## config.mk

```make
export PLATFORM = sky130hd
export DESIGN_NAME = deframing_fsm_one_lane
export DESIGN_NICKNAME = d
export VERILOG_FILES = /design/src/rtl/pcie_framing_pkg.sv /design/src/rtl/deframing_symbol_counter.sv /design/src/rtl/deframing_fsm_one_lane.sv
export SDC_FILE = /design/constraint.sdc
export NUM_CORES = 1
export LEC_CHECK = 0
export CORE_ASPECT_RATIO = 1.5
export CORE_UTILIZATION = 45
export CTS_CLUSTER_SIZE = 16
export DETAILED_ROUTE_END_ITERATION = 10
export DONT_BUFFER_PORTS = 1
export HOLD_SLACK_MARGIN = 0.06
export SYNTH_ARGS = -nofsm -noshare
export SYNTH_HDL_FRONTEND = slang
export SYNTH_HIERARCHICAL = 1
export SYNTH_SLANG_ARGS = --single-unit
```

## constraint.sdc

```tcl
create_clock -name CLK -period 4.92 [get_ports CLK]
set_input_delay 0.492 -clock CLK [delete_from_list [all_inputs] [get_ports CLK]]
set_output_delay 0.492 -clock CLK [all_outputs]
set_load 0.01 [all_outputs]
```

## src/rtl/pcie_framing_pkg.sv

```systemverilog
// Shared framing definitions for the 128b/130b RX deframer.
// Contents: token byte constants, the first symbol index at which EDS may
// start, sync-header encodings, the deframer state enum, and a lookup of the
// expected EDS byte by position.
package pcie_framing_pkg;

  localparam logic [3:0] STP_NIBBLE       = 4'hF;
  localparam logic [7:0] SDP_B0           = 8'hF0;
  localparam logic [7:0] SDP_B1           = 8'hAC;
  localparam logic [7:0] EDS_B0           = 8'h1F;
  localparam logic [7:0] EDS_B1           = 8'h80;
  localparam logic [7:0] EDS_B2           = 8'h90;
  localparam logic [7:0] EDS_B3           = 8'h00;
  localparam logic [7:0] IDL              = 8'h00;
  localparam logic [3:0] EDS_START_SYMBOL = 4'd12;
  localparam logic       SYNC_H_DATA      = 1'b0;
  localparam logic       SYNC_H_OS        = 1'b1;

  typedef enum logic [3:0] {
    ST_RESET     = 4'd0,
    ST_TOKENS    = 4'd1,
    ST_STP       = 4'd2,
    ST_SDP       = 4'd3,
    ST_EDS       = 4'd4,
    ST_TLP_DATA  = 4'd5,
    ST_DLLP_DATA = 4'd6,
    ST_OS_WAIT   = 4'd7,
    ST_ERR_WAIT  = 4'd8
  } state_t;

  // Expected EDS byte at token position idx (0 = first byte).
  function automatic logic [7:0] eds_byte(input logic [1:0] idx);
    case (idx)
      2'd0:    eds_byte = EDS_B0;
      2'd1:    eds_byte = EDS_B1;
      2'd2:    eds_byte = EDS_B2;
      default: eds_byte = EDS_B3;
    endcase
  endfunction

endpackage

```

## src/rtl/deframing_symbol_counter.sv

```systemverilog
// Payload symbol down-counter for the deframer.
// Ports:
//   clk, rst_n  : clock, async active-low reset (count clears to 0)
//   load        : load load_val this cycle (has priority over en)
//   load_val    : number of payload symbols in the packet
//   en          : one payload symbol consumed this cycle
//   done        : the symbol being consumed now is the last one (count == 1)
module deframing_symbol_counter #(
  parameter int W = 13
) (
  input  logic         clk,
  input  logic         rst_n,
  input  logic         load,
  input  logic [W-1:0] load_val,
  input  logic         en,
  output logic         done
);

  logic [W-1:0] count;

  always_ff @(posedge clk or negedge rst_n) begin
    if (!rst_n) begin
      count <= '0;
    end else if (load) begin
      count <= load_val;
    end else if (en && (count != '0)) begin
      count <= count - W'(1);
    end
  end

  assign done = (count == W'(1));

endmodule

```

## src/rtl/deframing_fsm_one_lane.sv

```systemverilog
// One-lane RX deframer: parses IDL/STP/SDP/EDS tokens from descrambled
// symbols, strips them, and streams TLP/DLLP payload with SOP/EOP/type/length.
// Ports:
//   CLK, RST_L        : clock, async active-low reset
//   i_EN              : symbol valid; low stalls everything, pulses read 0
//   i_Symbol          : received symbol
//   i_Sync_Hdr        : 0 data block, 1 ordered-set block
//   i_Symbol_Num      : symbol index within its 16-symbol block
//   o_Data/o_Data_Valid, o_SOP, o_EOP, o_Type, o_Length : payload stream
//   o_Idle_Indicator  : IDL seen while parsing tokens
//   o_Os_Expected     : EDS complete, next block must be an ordered set
//   o_Framing_Err     : framing violation pulse
//   o_State           : current FSM state (debug)
// Handshake: there is no backpressure. A symbol is consumed on every rising
// edge with i_EN=1, and its result is presented on the outputs for exactly
// the following cycle; o_Data_Valid qualifies o_Data/o_Type, o_SOP qualifies
// o_Length.
module deframing_fsm_one_lane
  import pcie_framing_pkg::*;
#(
  parameter int SYMBOL_WIDTH     = 8,
  parameter int PACKET_LENGTH    = 11,
  parameter int SYMBOL_NUM_WIDTH = 4,
  parameter int DLLP_DATA_DIPTH  = 6
) (
  input  logic                        CLK,
  input  logic                        RST_L,
  input  logic                        i_EN,
  input  logic [SYMBOL_WIDTH-1:0]     i_Symbol,
  input  logic                        i_Sync_Hdr,
  input  logic [SYMBOL_NUM_WIDTH-1:0] i_Symbol_Num,
  output logic [SYMBOL_WIDTH-1:0]     o_Data,
  output logic                        o_Data_Valid,
  output logic                        o_SOP,
  output logic                        o_EOP,
  output logic                        o_Type,
  output logic [PACKET_LENGTH-1:0]    o_Length,
  output logic                        o_Idle_Indicator,
  output logic                        o_Os_Expected,
  output logic                        o_Framing_Err,
  output state_t                      o_State
);

  // Length*4 always fits in PACKET_LENGTH+2 bits, so Length*4-4 cannot wrap.
  localparam int CNT_W = PACKET_LENGTH + 2;

  state_t                   state;
  logic [1:0]               tok_idx;     // position within a 4-byte token
  logic [PACKET_LENGTH-1:0] length_q;
  logic                     first;       // next payload byte carries SOP
  logic                     os_pending;  // EDS seen, waiting for OS block

  logic             sync_os, sym0, tok_ok, parse_tok, err;
  logic             cnt_load, cnt_en, cnt_done;
  logic [CNT_W-1:0] cnt_load_val;

  assign sync_os = (i_Sync_Hdr == SYNC_H_OS);
  assign sym0    = (i_Symbol_Num == '0);
  // 1Fh is EDS only at its start slot; its low nibble must not be read as STP.
  assign tok_ok  = (i_Symbol == IDL) || (i_Symbol == SDP_B0) ||
                   ((i_Symbol == EDS_B0) ? (i_Symbol_Num == EDS_START_SYMBOL)
                                         : (i_Symbol[3:0] == STP_NIBBLE));
  // The first data symbol 0 after ordered sets is parsed as a token directly.
  assign parse_tok = !sync_os &&
                     ((state == ST_TOKENS) ||
                      ((state == ST_OS_WAIT) && sym0 && !os_pending));
  assign o_State = state;

  always_comb begin
    err          = 1'b0;
    cnt_load     = 1'b0;
    cnt_load_val = '0;
    cnt_en       = 1'b0;
    if (i_EN) begin
      case (state)
        ST_TOKENS:  if (sync_os || !tok_ok) err = 1'b1;
        ST_OS_WAIT: if (!sync_os && sym0 && (os_pending || !tok_ok)) err = 1'b1;
        ST_STP: begin
          if (sync_os) begin
            err = 1'b1;
          end else if (tok_idx == 2'd3) begin
            if (length_q < PACKET_LENGTH'(5)) begin
              err = 1'b1;
            end else begin
              cnt_load     = 1'b1;
              cnt_load_val = {length_q, 2'b00} - CNT_W'(4);
            end
          end
        end
        ST_SDP: begin
          if (sync_os || (i_Symbol != SDP_B1)) begin
            err = 1'b1;
          end else begin
            cnt_load     = 1'b1;
            cnt_load_val = CNT_W'(DLLP_DATA_DIPTH);
          end
        end
        ST_EDS:     if (i_Symbol != eds_byte(tok_idx)) err = 1'b1;
        ST_TLP_DATA, ST_DLLP_DATA: begin
          if (sync_os) err = 1'b1;
          else         cnt_en = 1'b1;
        end
        default: ;
      endcase
    end
  end

  deframing_symbol_counter #(.W(CNT_W)) u_counter (
    .clk      (CLK),
    .rst_n    (RST_L),
    .load     (cnt_load),
    .load_val (cnt_load_val),
    .en       (cnt_en),
    .done     (cnt_done)
  );

  always_ff @(posedge CLK or negedge RST_L) begin
    if (!RST_L) begin
      state            <= ST_RESET;
      tok_idx          <= 2'd0;
      length_q         <= '0;
      first            <= 1'b0;
      os_pending       <= 1'b0;
      o_Data           <= '0;
      o_Data_Valid     <= 1'b0;
      o_SOP            <= 1'b0;
      o_EOP            <= 1'b0;
      o_Type           <= 1'b0;
      o_Length         <= '0;
      o_Idle_Indicator <= 1'b0;
      o_Os_Expected    <= 1'b0;
      o_Framing_Err    <= 1'b0;
    end else begin
      o_Data           <= '0;
      o_Data_Valid     <= 1'b0;
      o_SOP            <= 1'b0;
      o_EOP            <= 1'b0;
      o_Type           <= 1'b0;
      o_Length         <= '0;
      o_Idle_Indicator <= 1'b0;
      o_Os_Expected    <= 1'b0;
      o_Framing_Err    <= 1'b0;
      if (i_EN) begin
        if (err) begin
          o_Framing_Err <= 1'b1;
          // Close a partial packet so the RX buffer can drop it.
          o_EOP         <= (state == ST_TLP_DATA) || (state == ST_DLLP_DATA);
          os_pending    <= 1'b0;
          state         <= ST_ERR_WAIT;
        end else if (parse_tok) begin
          if (i_Symbol == IDL) begin
            o_Idle_Indicator <= 1'b1;
            state            <= ST_TOKENS;
          end else if (i_Symbol == SDP_B0) begin
            state <= ST_SDP;
          end else if (i_Symbol == EDS_B0) begin
            state   <= ST_EDS;
            tok_idx <= 2'd1;
          end else begin
            state         <= ST_STP;
            tok_idx       <= 2'd1;
            length_q[3:0] <= i_Symbol[7:4];
          end
        end else begin
          case (state)
            ST_RESET:   state <= ST_OS_WAIT;
            ST_OS_WAIT: if (sync_os) os_pending <= 1'b0;
            ST_STP: begin
              if (tok_idx == 2'd1) length_q[PACKET_LENGTH-1:4] <= i_Symbol[PACKET_LENGTH-5:0];
              if (tok_idx == 2'd3) begin
                state <= ST_TLP_DATA;
                first <= 1'b1;
              end else begin
                tok_idx <= tok_idx + 2'd1;
              end
            end
            ST_SDP: begin
              state <= ST_DLLP_DATA;
              first <= 1'b1;
            end
            ST_EDS: begin
              if (tok_idx == 2'd3) begin
                o_Os_Expected <= 1'b1;
                os_pending    <= 1'b1;
                state         <= ST_OS_WAIT;
              end else begin
                tok_idx <= tok_idx + 2'd1;
              end
            end
            ST_TLP_DATA, ST_DLLP_DATA: begin
              o_Data       <= i_Symbol;
              o_Data_Valid <= 1'b1;
              o_Type       <= (state == ST_TLP_DATA);
              o_SOP        <= first;
              o_Length     <= (first && (state == ST_TLP_DATA)) ? length_q : '0;
              first        <= 1'b0;
              if (cnt_done) begin
                o_EOP <= 1'b1;
                state <= ST_TOKENS;
              end
            end
            ST_ERR_WAIT: if (sync_os && sym0) state <= ST_OS_WAIT;
            default:     state <= ST_RESET;
          endcase
        end
      end
    end
  end

endmodule

```

Word level (Yosys, flattened, before mapping). Cells that the tools add are included.

Bitwise logic cells: 5. Magnitude comparators: 1. Equal/unequal tests: 30. Add/sub/neg operators: 3. Mux-type cells: 89. Reduce and logical (&&, ||, !) cells: 35.

Operators by type and width (count): $mux 13 (6); $mux 11 (5); $mux 1 (50); $mux 8 (6); $pmux 4 s7 (1); $pmux 13 s2 (1); $mux 4 (6); $pmux 8 s3 (1); $reduce_and 6->1 (3); $eq 4x3->1 const B (4); $ne 4x4->1 const B (4); $reduce_and 5->1 (3); $eq 13x1->1 const B (1); $reduce_bool 13->1 (1); $sub 13x1->13 const B (1); $sub 13x3->13 const B (1); $eq 4x4->1 const B (3); $mux 3 (4); $lt 11x3->1 const B (1); $mux 2 (5); $ne 3x3->1 const B (3); $eq 4x2->1 const B (2); $eq 8x5->1 const B (1); $eq 8x8->1 const B (1); 21 further kinds (49).

Register bits: 58. Input bits: 16.

Longest topological paths before layout. Gate-level depths: netlist of run 1.

Depth after elaboration: 11. Depth in mapped cells: 13. Gate-level depth less buffers: 12.

By module. The synthesis of run 1 kept the hierarchy.

Modules (own cells, without submodules): deframing_fsm_one_lane (cells each 240, times used 1, area an instance 2471.1 µm²); deframing_symbol_counter (cells each 99, times used 1, area an instance 892.1 µm²).

Worst setup path before layout of run 1. No wires, ideal clock.

Path type: register to register. Start point: register tok_idx[0]. End point: register u_counter.count[11]. Data required time: 4.795 ns. Stages on the path, launching flop included: 14. Slack: 1.054 ns. Data arrival time: 3.741 ns. Path buffers: 1. Setup time: 0.125 ns. Cells stage by stage: dfrtp_1 > inv_1 > ha_1 > xor2_1 > or3_1 > o31ai_2 > o211ai_2 > or3_4 > a41oi_1 > or4b_1 > clkbuf_2 > nor4_2 > mux2_2 > mux2_2.

Word-level cells in the longest chain between the ends: 6.

RTL lines: start, declared (line deframing_fsm_one_lane.sv:48) `logic [1:0] tok_idx;`; start signal, assigned (line deframing_fsm_one_lane.sv:174) `tok_idx <= tok_idx + 2'd1;`; start signal, assigned (line deframing_fsm_one_lane.sv:187) `tok_idx <= tok_idx + 2'd1;`; $eq 2x2->1 (*) (line deframing_fsm_one_lane.sv:81) `end else if (tok_idx == 2'd3) begin`; $mux 13 or $mux 1 (tied branches) (line deframing_fsm_one_lane.sv:81); $mux 13 or $mux 1 (tied branches) (line deframing_fsm_one_lane.sv:79) `if (sync_os) begin`; $pmux 13 s2 or $pmux 1 s2 (tied branches) (line deframing_fsm_one_lane.sv:75) `case (state)`; $mux 13 or $mux 1 (tied branches) (line deframing_fsm_one_lane.sv:74) `if (i_EN) begin`; $mux 13 or $reduce_bool 2->1 (tied branches); end signal, assigned (line deframing_symbol_counter.sv:25) `count <= load_val;`; end signal, assigned (line deframing_symbol_counter.sv:27) `count <= count - W'(1);`; end, declared (line deframing_symbol_counter.sv:19) `logic [W-1:0] count;`.

Every way passes the cells marked *; elsewhere a longest branch is shown, timed or not. A chain may end at the register's enable or synchronous reset.

Worst setup path in the final report of run 1. Ends and elaborated chain as after synthesis.

==> flow_summary.json, run 1 <==
{
  "final_hold_viol_count": 0,
  "worstPathRequired_ps": 5150,
  "grt_overflow": 0,
  "track_usage_pct": 22.6,
  "switching_share_pct": 39.6,
  "netlist_instances": 339,
  "clk_path_buf_depth": 2,
  "cts_sinks": 58,
  "fin_crit_ps": 4190,
  "status": "finished, final reports clean",
  "post-dp-hpwl_um": 5610,
  "grt_max_degree": 59,
  "ctsHtreeMaxLevel": 3,
  "p_sw_uw": 808,
  "syn_nets": 363,
  "crit_type": "reg2reg",
  "dr_total_vias": 2539,
  "wl_um": 7780,
  "relSlewSlack_pct": 37.8,
  "wl_per_cell_um": 17.6,
  "ctsResizeCount": 0,
  "io_buffers": 0,
  "nNetsFinal": 362,
  "combPwrFrac_pct": 36.8,
  "crit_arrival_ps": 4420,
  "drc": 0,
  "gp_congestion": 0.881,
  "power_mw": 2.04,
  "vias_per_cell": 5.73,
  "grt_pass1_vias": 2627,
  "p_leak_nw": 1.65,
  "p_seq_share_pct": 38.5,
  "pin_count": 46,
  "powerDensity_nw_per_um2": 554,
  "hold_class": "in2reg",
  "antenna_cells": 0,
  "final_cell_mix": "dfrtp_1, nor2_1, nand2_1, and2_1, inv_1",
  "path_clk_slew_ps": 70,
  "syn_area_um2": 3360,
  "ys_seq_area_share_pct": 43.2,
  "pwr-share-clk_pct": 24.6,
  "row_count": 38,
  "ir_drop_mv": 0.255,
  "tightest_slew_ps": 931,
  "drive_gt1_share_pct": 13.7,
  "cap_violations": 0,
  "die-height_um": 108,
  "dpl_worst_slack_ps": 754,
  "core-area_um2": 7230,
  "crit_path_end_kind": "flop",
  "drt_iter0_drc": 191,
  "syn_to_final_growth_pct": 9.56,
  "die_w_um": 72.6,
  "yosysWarnings": 6,
  "finClkSkew_ps": 6.31,
  "setup_ws_ps": 733,
  "ys.flop_type": "dfrtp_1",
  "power.internal_mw": 1.23,
  "setup_viol_count_final": 0,
  "avgSynthCellArea_um2": 9.92,
  "cts_tree": "done",
  "nFillCells": 709,
  "synth.distinct_cells": 69,
  "postSynthRegisterBits": 58,
  "grt_pass1_wl_um": 13000,
  "max_freq_mhz": 239,
  "maxSlewViolCount": 0,
  "rsz0062_at_grt": "false",
  "ant_nets": 0,
  "synth-async-reset-ratio_pct": 100,
  "cts_setup_buffers": 0,
  "cts_made_buffers": 9,
  "final_common_cell": "dfrtp_1",
  "start_kind": "flop",
  "fp.dieArea_um2": 7830,
  "period_share_pct": 85.1,
  "cts_hold_buf": 2,
  "drt_first_pass_iters": 4,
  "synth-edff-count": 0,
  "start_util_pct": 46.5,
  "antenna_found_initial": 0,
  "clk_latency_ps": 350,
  "crit_fanout": 7,
  "fin_tns_setup_ps": 0,
  "root_buffer": "clkbuf_8"
}
## logic make-up (layout without fill, tap and decap cells)
family	after synthesis	after routing	synth area share (%)
buffers and inverters	30	34	3.79
AND/OR/NAND/NOR	155	155	27.5
AO/OA/AOI/OAI	56	56	12.4
flip-flops	58	58	43.2
XOR/XNOR	14	14	3.65
other	1	1	0.112
adder cells (fa/ha/maj)	9	9	3.27
multiplexers	16	16	6.14
## Yosys cell counts (4+ instances only)
library cell	instances	area share, %
a21oi_1	9	1.3
a31oi_1	5	0.93
and2_1	21	3.9
and3_1	4	0.74
clkbuf_1	9	1.0
dfrtp_1	58	43
ha_1	8	3.0
inv_1	16	1.8
mux2_4	8	3.6
nand2_1	28	3.1
nand2b_1	6	1.1
nand3_1	7	1.0
nand4_1	4	0.74
nor2_1	30	3.3
nor2b_1	4	0.74
nor3_1	10	1.5
nor3b_1	7	1.6
nor4_1	6	1.1
o21ai_0	12	1.8
or4_1	5	1.1
xnor2_1	9	2.3
xor2_1	5	1.3
## stage by stage
stage,utilization (%),hold slack (ps),area [um^2],instances
global placement,47.3,198,3420,425
finish,51.0,268,3680,443
floorplan,-,196,3360,339
global route,51.0,252,3680,443
CTS,51.0,250,3680,443
detailed placement,47.3,198,3420,425
## registers in the layout (all words and copies together) (netlist names)
register          count
first                 1
o_Type                1
tok_idx               2
o_EOP                 1
o_Data                8
o_Idle_Indicator      1
os_pending            1
o_Os_Expected         1
o_Data_Valid          1
o_State               4
u_counter/count      13
o_Framing_Err         1
length_q             11
o_Length             11
o_SOP                 1
## routing by layer
layer	part of all wire (%)	GRT usage, %	vias up
met4	3.2	14.1	0
met3	3.0	4.31	20
met2	53	38.3	51
li1	-	-	1209
met5	0	0	-
met1	41	25.8	1259
## final cells by class
class,instances,area [um^2],share of cell area [%]
multi-input cells,251,1780,48.4
flip-flops and latches,58,1450,39.4
clock buffers,10,138,3.74
well taps,100,125,3.40
clock inverters,6,88.8,2.41
inverters,16,60.1,1.63
repair buffers,2,37.5,1.02
## power groups by stage
stage / logic (mW) / clock network (mW) / registers (mW)
after floorplan: 0.655 / 0 / 0.709
after global placement: 0.724 / 0 / 0.789
after detailed placement: 0.740 / 0 / 0.795
after CTS: 0.757 / 0.517 / 0.784
after global routing: 0.841 / 0.535 / 0.813
final: 0.752 / 0.503 / 0.787
## final timing paths
check                                       startpoint                               to  slack [ps]  cells after the start
worst min-delay path                       i_Symbol[3]              o_Data[3]$_DFF_PN0_         270                      1
worst max-delay path            tok_idx[0]$_DFFE_PN0P_  u_counter/count[11]$_DFFE_PN0P_         730                     12
min in group asynchronous                        RST_L          length_q[9]$_DFFE_PN0P_         670                      2
max in group asynchronous                        RST_L  u_counter/count[12]$_DFFE_PN0P_        3990                      2
worst min register to register       first$_DFFE_PN0P_                first$_DFFE_PN0P_         530                      2
worst max register to register  tok_idx[0]$_DFFE_PN0P_  u_counter/count[11]$_DFFE_PN0P_         730                     12
## worst max-delay path: stages, from the launching register on
cell and delay (ps):
dfrtp_1 430, inv_1 100, ha_1 330, xor2_1 160, or3_1 330, o31ai_2 270
o211ai_2 210, or3_4 470, a41oi_1 360, or4b_1 610, nor4_2 200, mux2_2 350
mux2_2 260
Note: power is estimated with default switching activity, not from simulation.
==> inputs of run 2 (changes only) <==
PLACE_DENSITY_LB_ADDON = 0.15   (was unset)
==> run 2 against run 1 <==
Net effect:
- fmax up 0.15%
- die area unchanged
- highest routed layer unchanged
- sequential cell count unchanged
- largest cell class unchanged
==> flow_summary.json, run 2 (synthesized netlist as in run 1, its figures left out) <==
{
  "maxSlewViolCount": 0,
  "core-area_um2": 7230,
  "drive_gt1_share_pct": 13.4,
  "drt_first_pass_iters": 4,
  "start_util_pct": 46.5,
  "antenna_cells": 0,
  "drc": 0,
  "die_w_um": 72.6,
  "period_share_pct": 85.0,
  "track_usage_pct": 22.5,
  "grt_max_degree": 59,
  "crit_path_end_kind": "flop",
  "dp_cells": 425,
  "nNetsFinal": 362,
  "clk_latency_ps": 350,
  "cts_made_buffers": 9,
  "post-dp-hpwl_um": 5440,
  "cts_tree": "done",
  "die-height_um": 108,
  "tightest_slew_ps": 906,
  "crit_type": "reg2reg",
  "ctsHtreeMaxLevel": 3,
  "r2r-end": "u_counter/count[11]$_DFFE_PN0P_",
  "ir_drop_mv": 0.247,
  "finalInstanceArea_um2": 3630,
  "p_leak_nw": 1.63,
  "pin_count": 46,
  "powerDensity_nw_per_um2": 528,
  "hold_start": "i_Symbol[7]",
  "clk_path_buf_depth": 2,
  "rsz0062_at_grt": "false",
  "dpl_worst_slack_ps": 770,
  "final_cell_mix": "dfrtp_1, nor2_1, nand2_1, and2_1, inv_1",
  "min_to": "o_Data[7]$_DFF_PN0_",
  "finClkSkew_ps": 10.8,
  "row_count": 38,
  "max_freq_mhz": 239,
  "reg2reg_slack_ps": 740,
  "wl_um": 7560,
  "wl_per_cell_um": 17.1,
  "root_buffer": "clkbuf_8",
  "worstPathRequired_ps": 5150,
  "rr_startpoint": "tok_idx[0]$_DFFE_PN0P_",
  "hold_class": "in2reg",
  "setup_ws_ps": 740,
  "start_kind": "flop",
  "top_regs": "u_counter/count (13), length_q (11), o_Length (11)",
  "dpl_cell_area_um2": 3420,
  "final_cells": 443,
  "vias_per_cell": 5.68,
  "cap_violations": 0,
  "drt_iter0_drc": 158,
  "grt_overflow": 0,
  "io_buffers": 0,
  "fin_crit_ps": 4180,
  "post-route-util_pct": 50.2,
  "crit_arrival_ps": 4410,
  "grt_pass1_vias": 2612,
  "critPathLaunch": "tok_idx[0]$_DFFE_PN0P_",
  "grt_pass1_wl_um": 13000,
  "dr_total_vias": 2518,
  "relSlewSlack_pct": 39.5,
  "largest_reg_flops": 13,
  "reg2reg_depth": 12,
  "fin_tns_setup_ps": 0,
  "crit_fanout": 7,
  "final_common_cell": "dfrtp_1",
  "final_hold_viol_count": 0,
  "status": "finished, final reports clean",
  "path_clk_slew_ps": 70,
  "antenna_found_initial": 0,
  "whs_path_depth": 1,
  "syn_to_final_growth_pct": 7.92,
  "regMostFlops": "u_counter/count",
  "gp_congestion": 0.896,
  "cts_sinks": 58,
  "fp.dieArea_um2": 7830,
  "setup_viol_count_final": 0,
  "ant_nets": 0
}
[run 2: cell types whose count changed in the layout (fill, tap and decap cells not counted), sizes merged]
cell / delta
bufinv: -2
clkbuf: +1
clkinv: +2
inv: -1
[run 2: metal layers]
metal | global-route usage [%] | share of wire, % | vias up
met4 | 14.1 | 3.9 | 0
met5 | 0 | 0 | -
met1 | 25.9 | 41 | 1223
met2 | 36.7 | 51 | 61
met3 | 5.62 | 3.7 | 24
li1 | - | - | 1210
[run 2: cell type report]
| type | instances | area [um^2] |
|---|---|---|
| clock inverter | 5 | 30.0 |
| clock buffer | 11 | 141 |
| multi-input combinational | 251 | 1780 |
| timing repair buffer | 2 | 37.5 |
| fill | 728 | 3600 |
| inverter | 16 | 60.1 |
| sequential | 58 | 1450 |
| tap | 100 | 125 |
[run 2: timing repair]
item / in CTS / in global routing
hold endpoints to repair: 58 / 0
hold buffers: 2 / 0
buffers inserted: 0 / 0
gates resized for setup: 0 / 0
[run 2: how the worst max path moves through the flow]
stage	endpoint	cells after the start	slack, ps
6_report	u_counter/count[11]$_DFFE_PN0P_	12	740
5_1_grt	u_counter/count[11]$_DFFE_PN0P_	12	480
4_1_cts	u_counter/count[11]$_DFFE_PN0P_	12	750
3_5_place_dp	u_counter/count[11]$_DFFE_PN0P_	12	770
3_3_place_gp	u_counter/count[11]$_DFFE_PN0P_	12	900
2_1_floorplan	u_counter/count[11]$_DFFE_PN0P_	13	1050
[run 2: worst max-delay path, stage by stage, from the launching register on]
cell and delay, ps:
dfrtp_1 420, inv_1 90, ha_1 330, xor2_1 160
or3_1 330, o31ai_2 270, o211ai_2 200, or3_4 470
a41oi_1 380, or4b_1 610, nor4_2 200, mux2_2 360
mux2_2 260
[run 2: report_power, final]
| part | internal, mW | leakage (nW) | switching (mW) | total, mW |
|---|---|---|---|---|
| Sequential | 0.592 | 0.773 | 0.194 | 0.786 |
| Clock | 0.193 | 0.0851 | 0.193 | 0.387 |
| Combinational | 0.342 | 0.768 | 0.404 | 0.746 |
| Total | 1.13 | 1.63 | 0.791 | 1.92 |
[run 2: metrics by stage]
| stage | power [mW] | hold WS (ps) |
|---|---|---|
| finish | 1.92 | 271 |
| global route | 2.09 | 253 |
| CTS | 1.94 | 256 |
| detailed placement | 1.53 | 198 |
| global placement | 1.51 | 198 |
| floorplan | 1.36 | 196 |
